==> src/rtl/pad_pkg.sv <==
// Shared FSM state type and default configuration for the serial game-pad poller.
package pad_pkg;

  typedef enum logic [1:0] {StIdle, StLatch, StShift, StGap} pad_state_e;

  localparam int unsigned DefNumPads  = 2;
  localparam int unsigned DefNumBits  = 8;
  localparam int unsigned DefDiv      = 1000;
  localparam int unsigned DefPollGap  = 4;
  localparam bit          DefActiveLow = 1'b1;

endpackage

==> src/rtl/pad_tick_gen.sv <==
// Single-cycle tick enable every DIV clocks; first tick lands DIV clocks after reset release.
module pad_tick_gen #(
  parameter int unsigned DIV = 1000
) (
  input  logic clk,
  input  logic reset,
  output logic tick
);

  localparam int unsigned CntW = $clog2(DIV);

  logic [CntW-1:0] cnt_q, cnt_d;

  assign tick = (cnt_q == CntW'(DIV - 1));

  always_comb begin
    cnt_d = tick ? '0 : cnt_q + CntW'(1);
  end

  always_ff @(posedge clk or posedge reset) begin
    if (reset) begin
      cnt_q <= '0;
    end else begin
      cnt_q <= cnt_d;
    end
  end

endmodule

==> src/rtl/pad_poller.sv <==
// Polls NUM_PADS NES/SNES-style serial pads in lock-step and publishes whole frames only.
module pad_poller
  import pad_pkg::*;
#(
  parameter int unsigned NUM_PADS   = DefNumPads,
  parameter int unsigned NUM_BITS   = DefNumBits,
  parameter int unsigned DIV        = DefDiv,
  parameter int unsigned POLL_GAP   = DefPollGap,
  parameter bit          ACTIVE_LOW = DefActiveLow
) (
  input  logic                         clk,
  input  logic                         reset,
  input  logic                         enable,
  input  logic [NUM_PADS-1:0]          data,
  output logic                         latch,
  output logic                         pad_clk,
  output logic [NUM_PADS*NUM_BITS-1:0] buttons,
  output logic                         valid,
  output logic [NUM_PADS-1:0]          changed
);

  // One counter serves the latch, shift and gap phases.
  localparam int unsigned CntMax = (2 * NUM_BITS > POLL_GAP) ? 2 * NUM_BITS : POLL_GAP;
  localparam int unsigned CntW   = $clog2(CntMax);
  localparam logic [CntW-1:0] LastLatch = CntW'(1);
  localparam logic [CntW-1:0] LastBit   = CntW'(2 * NUM_BITS - 1);
  localparam logic [CntW-1:0] LastGap   = CntW'(POLL_GAP - 1);

  logic                               tick;
  logic [NUM_PADS-1:0]                smp;
  pad_state_e                         state_q;
  logic [CntW-1:0]                    ctr_q;
  logic                               latch_q;
  logic                               pad_clk_q;
  logic                               pub_q;
  logic                               valid_q;
  logic [NUM_PADS-1:0]                changed_q;
  logic [NUM_PADS-1:0][NUM_BITS-1:0]  sh_q;
  logic [NUM_PADS-1:0][NUM_BITS-1:0]  buttons_q;

  pad_tick_gen #(
    .DIV(DIV)
  ) u_tick_gen (
    .clk  (clk),
    .reset(reset),
    .tick (tick)
  );

  assign smp     = ACTIVE_LOW ? ~data : data;
  assign latch   = latch_q;
  assign pad_clk = pad_clk_q;
  assign buttons = buttons_q;
  assign valid   = valid_q;
  assign changed = changed_q;

  always_ff @(posedge clk or posedge reset) begin
    if (reset) begin
      state_q   <= StIdle;
      ctr_q     <= '0;
      latch_q   <= 1'b0;
      pad_clk_q <= 1'b1;
      pub_q     <= 1'b0;
      valid_q   <= 1'b0;
      changed_q <= '0;
      sh_q      <= '0;
      buttons_q <= '0;
    end else begin
      valid_q <= pub_q;
      pub_q   <= 1'b0;
      if (pub_q) begin
        buttons_q <= sh_q;
        for (int p = 0; p < NUM_PADS; p++) begin
          changed_q[p] <= (sh_q[p] != buttons_q[p]);
        end
      end
      if (tick) begin
        unique case (state_q)
          StIdle: begin
            if (enable) begin
              state_q <= StLatch;
              latch_q <= 1'b1;
              ctr_q   <= '0;
            end
          end
          StLatch: begin
            if (ctr_q == LastLatch) begin
              state_q <= StShift;
              latch_q <= 1'b0;
              ctr_q   <= '0;
            end else begin
              ctr_q <= ctr_q + CntW'(1);
            end
          end
          StShift: begin
            // Even ticks sample and drop pad_clk; new bit enters at the MSB so bit k ends at k.
            if (!ctr_q[0]) begin
              pad_clk_q <= 1'b0;
              for (int p = 0; p < NUM_PADS; p++) begin
                sh_q[p] <= (sh_q[p] >> 1) | (NUM_BITS'(smp[p]) << (NUM_BITS - 1));
              end
            end else begin
              pad_clk_q <= 1'b1;
            end
            if (ctr_q == LastBit) begin
              state_q <= StGap;
              ctr_q   <= '0;
              pub_q   <= 1'b1;
            end else begin
              ctr_q <= ctr_q + CntW'(1);
            end
          end
          StGap: begin
            if (ctr_q == LastGap) begin
              ctr_q <= '0;
              if (enable) begin
                state_q <= StLatch;
                latch_q <= 1'b1;
              end else begin
                state_q <= StIdle;
              end
            end else begin
              ctr_q <= ctr_q + CntW'(1);
            end
          end
          default: state_q <= StIdle;
        endcase
      end
    end
  end

endmodule

==> config.mk <==
export PLATFORM = sky130hd
export DESIGN_NAME = pad_poller
export DESIGN_NICKNAME = d
export VERILOG_FILES = /design/src/rtl/pad_pkg.sv /design/src/rtl/pad_tick_gen.sv /design/src/rtl/pad_poller.sv
export SDC_FILE = /design/constraint.sdc
export NUM_CORES = 1
export LEC_CHECK = 0
export BUFFER_PORTS_ARGS = -buffer_cell sky130_fd_sc_hd__buf_4
export CAP_MARGIN = 20
export CORE_ASPECT_RATIO = 0.75
export CORE_MARGIN = 2
export CORE_UTILIZATION = 65
export CTS_BUF_LIST = sky130_fd_sc_hd__clkbuf_2 sky130_fd_sc_hd__clkbuf_4 sky130_fd_sc_hd__clkbuf_8
export CTS_CLUSTER_SIZE = 20
export DETAILED_ROUTE_END_ITERATION = 6
export GPL_TIMING_DRIVEN = 0
export HOLD_SLACK_MARGIN = 0.02
export PLACE_DENSITY = 0.87
export SYNTH_ARGS = -nofsm -noshare
export SYNTH_HDL_FRONTEND = slang
export SYNTH_SLANG_ARGS = --single-unit
==> constraint.sdc <==
create_clock -name clk -period 4.7 [get_ports clk]
set_clock_uncertainty 0.2 [all_clocks]
set_input_delay 0.94 -clock clk [delete_from_list [all_inputs] [get_ports clk]]
set_output_delay 0.94 -clock clk [all_outputs]
set_load 0.05 [all_outputs]
## After elaboration in Yosys (flattened, before gate mapping)

Index checks and enable logic that the tools add are counted.

| storage, ports and cells | value |
|---|---|
| register bits after elaboration | 54 |
| bits of input ports | 5 |
| logic and storage cells | 58 |

| operators by class | value |
|---|---|
| $add $sub $neg | 2 |
| equal/unequal tests | 13 |
| multiplexer cells | 20 |
| bitwise logic cells | 4 |
| reductions and logical operators | 7 |

Operators with widths:

| cell | number |
|---|---|
| 4-bit two-way mux | 4 |
| 8-bit != test | 2 |
| 7-bit by 8-bit bitwise OR with 8-bit output | 2 |
| 4-bit one-hot mux with 4 select lines | 1 |
| 10-bit by 1-bit adder with 10-bit output (second input constant) | 1 |
| 10-bit == test (second input constant) | 1 |
| 10-bit two-way mux | 1 |
| 1-bit two-way mux | 8 |
| 2-bit two-way mux | 4 |
| 2-bit != test (second input constant) | 4 |
| 2-bit one-hot mux with 4 select lines | 1 |
| 5-bit AND reduction | 1 |
| 4-bit by 1-bit adder with 4-bit output (second input constant) | 1 |
| 2-bit == test (second input constant) | 2 |
| 4-bit by 1-bit == test with 1-bit output (second input constant) | 1 |
| 4-bit by 2-bit == test with 1-bit output (second input constant) | 1 |
| 4-bit == test (second input constant) | 1 |
| 2-bit AND reduction | 2 |
| 4-bit AND reduction | 1 |
| 1-bit one-hot mux with 3 select lines | 1 |
| 3-bit AND reduction | 1 |
| 3-bit nonzero test | 1 |
| 2-bit by 1-bit == test with 1-bit output (second input constant) | 1 |
| 2-bit zero test | 1 |
| 2 further kinds | 2 |

## Logic depth before layout (Yosys ltp)

Gate-level depths: netlist of run 1.

| depth | value |
|---|---|
| depth in word-level cells | 4 |
| mapped depth | 8 |

## Cells and area by module

A second synthesis of run 1 with hierarchy kept.

| unflattened totals | value |
|---|---|
| cell total of the unflattened synthesis | 196 |
| area total of the unflattened synthesis | 2506.2 µm² |

Modules (own cells, without submodules):

| module | times used | cells each | area an instance (µm²) | sequential area each (µm²) |
|---|---|---|---|---|
| pad_poller | 1 | 149 | 1999.4 | 1102.3 |
| pad_tick_gen | 1 | 47 | 506.7 | 250.2 |

## Worst setup path after synthesis of run 1

OpenSTA, ideal clock, no wires.

| path | value |
|---|---|
| path kind | register -> register |
| from | reg state_q[1] |
| to | reg state_q[1] |
| library setup time | 0.125 ns |
| arrival time | 1.660 ns |
| required time | 4.375 ns |
| setup slack | 2.715 ns |
| stages on the path, launching flop included | 7 |
| buffers on the path | 0 |
| period minus slack after synthesis | 1.985 ns |
| cell sequence | dfrtp_1 -> inv_1 -> ha_1 -> o22a_1 -> a2111oi_4 -> nand3_2 -> mux2_4 |

| on the way | value |
|---|---|
| word-level cells in the longest chain between the ends | 3 |
| elaborated cells on any way between the ends | 10 |
| classes of those cells | eq/ne (7); mux (1); reduce/logical (2) |

RTL lines:

| element | RTL line | source |
|---|---|---|
| start, declared | pad_poller.sv:31 | `pad_state_e state_q;` |
| start signal, assigned | pad_poller.sv:58 | `state_q <= StIdle;` |
| start signal, assigned | pad_poller.sv:80 | `state_q <= StLatch;` |
| start signal, assigned | pad_poller.sv:87 | `state_q <= StShift;` |
| 2-bit == test (tied with other cells) | pad_poller.sv:77 | `unique case (state_q)` |
| 2-bit != test (no source line) | n/a |  |
| 5-bit AND reduction (no source line) | n/a |  |

Parallel ways exist; a longest one is shown, timed or not.
A chain may end at the register's enable or synchronous reset.

## Final worst setup path of run 1

Same ends and word-level chain as after synthesis.

==> flow_metrics.env, run 1 <==
export IMPL_outcome="finished clean"
export IMPL_drc=0
export IMPL_die_area_um2=4400
export IMPL_row_count=19
export IMPL_cts_sinks=54
export IMPL_clock_latency_ns=0.31
export IMPL_drive_above_1_share=0.332
export IMPL_yosys_warnings=0
export IMPL_crit_required_ns=4.70
export IMPL_numCtsBuffers=5
export IMPL_postSynthAreaPerCell_um2=12.5
export IMPL_ir_drop_uv=216
export IMPL_power_uw=796
export IMPL_postCtsSetupBuffers=0
export IMPL_pre_cts_ws_ns=2.56
export IMPL_initial_core_util=0.685
export IMPL_antenna_found_initial=0
export IMPL_power_frac_seq=0.583
export IMPL_grt_max_degree=45
export IMPL_swShare=0.197
export IMPL_power_per_cell_area_nw_per_um2=273
export IMPL_gp_congestion=0.890
export IMPL_cts_tree="built"
export IMPL_die_height_um=58.0
export IMPL_relSlewSlack=0.583
export IMPL_path_cells="inv_1 > ha_1 > o22a_1 > a2111oi_4 > nand3_2 > mux2_4"
export IMPL_worst_slack_ns=2.53
export IMPL_ctsResizeCount=0
export IMPL_core_area_um2=3680
export IMPL_hold_violations=0
export IMPL_port_buffers=25
export IMPL_num_vias=1671
export IMPL_synth_cell_types=40
export IMPL_nets=247
export IMPL_cts_max_level=2
export IMPL_die_x_um=76.0
export IMPL_overflow=0
export IMPL_rrSetupSlack_ns=2.53
export IMPL_yosys_area_top_type_share=0.525
export IMPL_synth_top_area_cell="dfrtp_1"
export IMPL_fin_crit_ns=2.17
export IMPL_clock_fmax_mhz=460
export IMPL_critPathTopFamily="compound AO/OA/AOI/OAI gates"
export IMPL_finalSetupViolCount=0
export IMPL_mostFrequentLayoutCells="dfrtp_1, mux2_2, buf_4"
export IMPL_cpPeakStageDelay_ns=0.46
export IMPL_track_usage=0.247
export IMPL_p_switching_uw=157
export IMPL_p_comb_frac=0.018
export IMPL_clk_path_buf_depth=2
export IMPL_critical_path_arrival_ns=2.17
export IMPL_grt_pass1_wl_mm=8.23
export IMPL_ys_seq_area_frac=0.536
export IMPL_synthCells=202
export IMPL_synth_area_um2=2520
export IMPL_drv_cap=0
export IMPL_ant_nets=0
export IMPL_clock_power_share=0.399
export IMPL_synth_area_top_cells="dfrtp_1, mux2_2, xor2_1"
export IMPL_power_leakage_uw=0.00154
export IMPL_cts_clk_slew_worst_paths_ns=0.09
export IMPL_cp_max_fo=5
export IMPL_dp_hpwl_mm=3.62
export IMPL_critical_path_class="reg -> reg"
export IMPL_post_route_util=0.790
export IMPL_drtIter0Drc=95
export IMPL_antennaDiodeCount=0
export IMPL_slew_viol_final=0
export IMPL_grt_pass1_vias=1677
export IMPL_holdBufCountCts=0
export IMPL_wl_per_cell_um=17.3
export IMPL_root_buffer="clkbuf_8"
export IMPL_firstDrtPassIters=4
export IMPL_grt_setup_unrepaired="no"
export IMPL_final_common_cell="dfrtp_1"
export IMPL_p_int_uw=639
export IMPL_hold_class="reg -> reg"
export IMPL_wl_mm=4.97
export IMPL_area_delta_synth_final_pct=15.3
export IMPL_worst_pin_slew_ns=0.626
export IMPL_cp_slowest_cell="a2111oi_4"
export IMPL_crit_path_start_kind="flip-flop"
export IMPL_period_share=0.462
export IMPL_setup_tns_ns=0
export IMPL_crit_path_end_kind="flip-flop"
export IMPL_critPathBufInv=1
export IMPL_pin_count=26
export IMPL_ys_ff_latch=54
export IMPL_vias_per_cell=5.82
export IMPL_syn_nets=214
==> sequential cells by signal (all words and copies together) (netlist names) <==
register,flops
pad_clk,1
state_q,2
u_tick_gen.cnt_q,10
pub_q,1
buttons,16
latch,1
changed,2
ctr_q,4
valid,1
sh_q,16
==> cell families (layout without fill, tap and decap cells) <==
| logic type | Yosys count | after routing | synth area share |
|---|---|---|---|
| compound gates | 23 | 23 | 0.0689 |
| xor+xnor | 21 | 21 | 0.0728 |
| fa+ha+maj | 7 | 7 | 0.0347 |
| buf+inv | 12 | 45 | 0.0258 |
| flops | 54 | 54 | 0.536 |
| mux | 33 | 33 | 0.148 |
| simple gates | 52 | 52 | 0.114 |
==> path summary, 6_finish.rpt <==
| check | cells after the start | startpoint | end |
|---|---|---|---|
| max | 6 | state_q[1]$_DFFE_PP0P_ | state_q[1]$_DFFE_PP0P_ |
| min | 0 | pub_q$_DFF_PP0_ | valid$_DFF_PP0_ |
| max reg2reg | 6 | state_q[1]$_DFFE_PP0P_ | state_q[1]$_DFFE_PP0P_ |
| min reg2reg | 0 | pub_q$_DFF_PP0_ | valid$_DFF_PP0_ |
| max in group asynchronous | 3 | reset | pad_clk$_DFFE_PP1P_ |
| min in group asynchronous | 2 | reset | buttons[15]$_DFFE_PP0P_ |
==> stage by stage <==
stage          std cells  cell area, um^2  hold WS, ns
2_1_floorplan        202             2520        0.170
3_3_place_gp         279             2780        0.191
3_5_place_dp         280             2800        0.212
4_1_cts              287             2910        0.232
5_1_grt              287             2910        0.235
6_report             287             2910        0.232
==> worst reg2reg max path, stage by stage (launching register included) <==
cell and delay, ns:
dfrtp_1 0.41, inv_1 0.09, ha_1 0.23, o22a_1 0.24, a2111oi_4 0.46, nand3_2 0.12, mux2_4 0.30
==> cells in the mapped netlist, drive strengths merged <==
cell type   n
nor2b       3
xor2       19
nor2       12
o31ai       1
mux2i       1
xnor2       2
nand2      10
dfstp       1
clkbuf      2
and4        1
o41ai       1
o21ai       4
and2b       1
mux2       32
nand4       5
o22a        2
a31oi       5
nand2b      1
nand3       5
ha          7
buf         5
a21oi       5
nor3        2
a22o        2
and2        1
a32o        1
or3         1
and3        5
inv         5
a2111oi     1
o21bai      1
dfrtp      53
nor4        5
==> per-layer routing <==
| metal | GRT usage | part of all wire | wire length, um |
|---|---|---|---|
| met5 | 0 | 0 | 0 |
| met4 | 0.101 | 0.018 | 89 |
| met3 | 0.0514 | 0.037 | 182 |
| met2 | 0.423 | 0.51 | 2530 |
| met1 | 0.317 | 0.44 | 2170 |
==> power groups by stage <==
stage | logic (uW) | clock network [uW] | registers [uW]
after floorplan | 7.59 | 0 | 473
after global placement | 12.2 | 0 | 473
after detailed placement | 15.1 | 0 | 473
after CTS | 15.1 | 320 | 464
after global routing | 17.1 | 335 | 464
final | 14.5 | 317 | 464
==> cell type report <==
cell class,count,area (um^2)
sequential,54,1350
clock inverter,1,30.0
fill,225,774
clock buffer,6,82.6
inverter,5,18.8
timing repair buffer,26,208
multi-input combinational,136,1110
buffer,7,46.3
tap,52,65.1
Power figures use the tool's default switching activity.
==> inputs of run 2 (changes only) <==
Settings changed: CORE_UTILIZATION 65 to 60, PLACE_DENSITY 0.87 to 0.81.
Clock period 4.7 ns to 2.2 ns, I/O delays scaled along.
==> run 2 against run 1 <==
- wire length shrank 15%
- via count shrank 2.2%
- maximum frequency grew 3.6%
- largest cell class unchanged
- sequential power grew 110%
- clock power grew 62%
- total power grew 93%
- cell area shrank 0.60%
- non-clock buffer count grew 1
==> flow_metrics.env, run 2 (synthesized netlist as in run 1, its figures left out) <==
export IMPL_outcome="finished clean"
export IMPL_drive_above_1_share=0.335
export IMPL_crit_required_ns=2.19
export IMPL_overflow=0
export IMPL_slew_viol_final=0
export IMPL_nets=248
export IMPL_crit_path_start_kind="flip-flop"
export IMPL_clock_fmax_mhz=477
export IMPL_regArea_um2=1350
export IMPL_fin_crit_ns=2.10
export IMPL_mostFrequentLayoutCells="dfrtp_1, mux2_2, buf_4"
export IMPL_num_vias=1634
export IMPL_root_buffer="clkbuf_8"
export IMPL_core_area_um2=4050
export IMPL_hold_violations=0
export IMPL_grt_pass1_vias=1443
export IMPL_hold_class="in -> reg"
export IMPL_drc=0
export IMPL_drtIter0Drc=123
export IMPL_worst_pin_slew_ns=0.625
export IMPL_cts_clk_slew_worst_paths_ns=0.09
export IMPL_cts_tree="built"
export IMPL_critical_path_class="reg -> reg"
export IMPL_ant_nets=0
export IMPL_gp_congestion=0.805
export IMPL_row_count=20
export IMPL_antenna_found_initial=0
export IMPL_grt_max_degree=30
export IMPL_dp_cells=283
export IMPL_ir_drop_uv=565
export IMPL_crit_path_end_kind="flip-flop"
export IMPL_p_switching_uw=322
export IMPL_firstDrtPassIters=4
export IMPL_antennaDiodeCount=0
export IMPL_hold_path_startpoint="data[0]"
export IMPL_swShare=0.209
export IMPL_power_uw=1540
export IMPL_critical_path_arrival_ns=2.09
export IMPL_crit_start="ctr_q[0]$_DFFE_PP0P_"
export IMPL_postCtsSetupBuffers=0
export IMPL_power_leakage_uw=0.00153
export IMPL_pin_count=26
export IMPL_finalSetupViolCount=0
export IMPL_cp_max_fo=6
export IMPL_clk_path_buf_depth=2
export IMPL_multiInputGateArea_um2=1110
export IMPL_area_delta_synth_final_pct=14.6
export IMPL_die_height_um=60.2
export IMPL_r2r_start="ctr_q[0]$_DFFE_PP0P_"
export IMPL_power_frac_seq=0.645
export IMPL_power_per_cell_area_nw_per_um2=532
export IMPL_grt_pass1_wl_mm=6.84
export IMPL_fin_cells=291
export IMPL_period_share=0.953
export IMPL_die_x_um=78.9
export IMPL_grt_setup_unrepaired="no"
export IMPL_final_common_cell="dfrtp_1"
export IMPL_vias_per_cell=5.62
export IMPL_p_comb_frac=0.021
export IMPL_clock_latency_ns=0.30
export IMPL_p_int_uw=1220
export IMPL_track_usage=0.191
export IMPL_cts_max_level=2
export IMPL_initial_core_util=0.623
export IMPL_drv_cap=0
export IMPL_wl_per_cell_um=14.5
export IMPL_port_buffers=25
export IMPL_die_area_um2=4750
export IMPL_dp_hpwl_mm=3.04
export IMPL_clock_power_share=0.335
export IMPL_wl_mm=4.23
export IMPL_cts_sinks=54
export IMPL_relSlewSlack=0.583
export IMPL_numCtsBuffers=5
export IMPL_hold_ws_ns=0.118
export IMPL_fillers=287
## run 2: changes by cell type in the layout (fill, tap and decap cells not counted), sizes merged
cell / before / now
bufinv: 1 / 0
clkbuf: 8 / 7
clkinv: 0 / 2
dlygate4sd3: 0 / 1
## run 2: path summary, 6_finish.rpt
path | endpoint | slack [ns] | cells past startpoint
max in group asynchronous | sh_q[15]$_DFFE_PP0P_ | 0.70 | 4
worst min register to register | valid$_DFF_PP0_ | 0.23 | 0
worst max-delay path | state_q[1]$_DFFE_PP0P_ | 0.10 | 5
worst min-delay path | sh_q[7]$_DFFE_PP0P_ | 0.12 | 2
worst max register to register | state_q[1]$_DFFE_PP0P_ | 0.10 | 5
min in group asynchronous | valid$_DFF_PP0_ | 0.56 | 3
## run 2: area by class of cell
| type | instances | area share |
|---|---|---|
| Multi-Input combinational cell | 136 | 0.384 |
| Clock inverter | 2 | 0.00346 |
| Tap cell | 55 | 0.0238 |
| Clock buffer | 5 | 0.0238 |
| Timing Repair Buffer | 27 | 0.0753 |
| Buffer | 7 | 0.0160 |
| Inverter | 5 | 0.00649 |
| Sequential cell | 54 | 0.468 |
## run 2: routing by layer
layer	wire [um]	vias to the layer above	part of all wire	global-route usage
li1	-	786	-	-
met1	2110	807	0.50	0.276
met2	1870	36	0.44	0.294
met3	196	5	0.046	0.0408
met4	54	0	0.013	0.0591
met5	0	-	0	0
## run 2: what timing repair did
action	4_1_cts	5_1_grt
hold endpoints to repair	24	0
setup endpoints to repair	0	4
gates resized for setup	0	1
hold buffers	1	0
## run 2: worst max-delay path: stages (launching register included)
cell       delay (ns)
dfrtp_1          0.45
ha_1             0.25
nand3_1          0.16
a2111oi_4        0.51
nand3_2          0.12
mux2_4           0.30
## run 2: through the flow
stage                     setup TNS (ns)   util  area, um^2  setup WS, ns
after floorplan                        0      -        2520         0.215
after global placement            -22.38  0.686        2780        -0.423
after detailed placement               0  0.691        2800        0.0747
after CTS                              0  0.713        2890        0.0535
after global routing                   0  0.714        2890       0.00164
final                                  0  0.714        2890         0.103
## run 2: power by group through the flow
stage | registers [uW] | logic (uW) | clock network (uW)
2_1_floorplan | 1010 | 16.2 | 0
3_3_place_gp | 1010 | 27.5 | 0
3_5_place_dp | 1010 | 32.2 | 0
4_1_cts | 992 | 33.6 | 539
5_1_grt | 992 | 37.3 | 568
6_report | 992 | 31.9 | 515
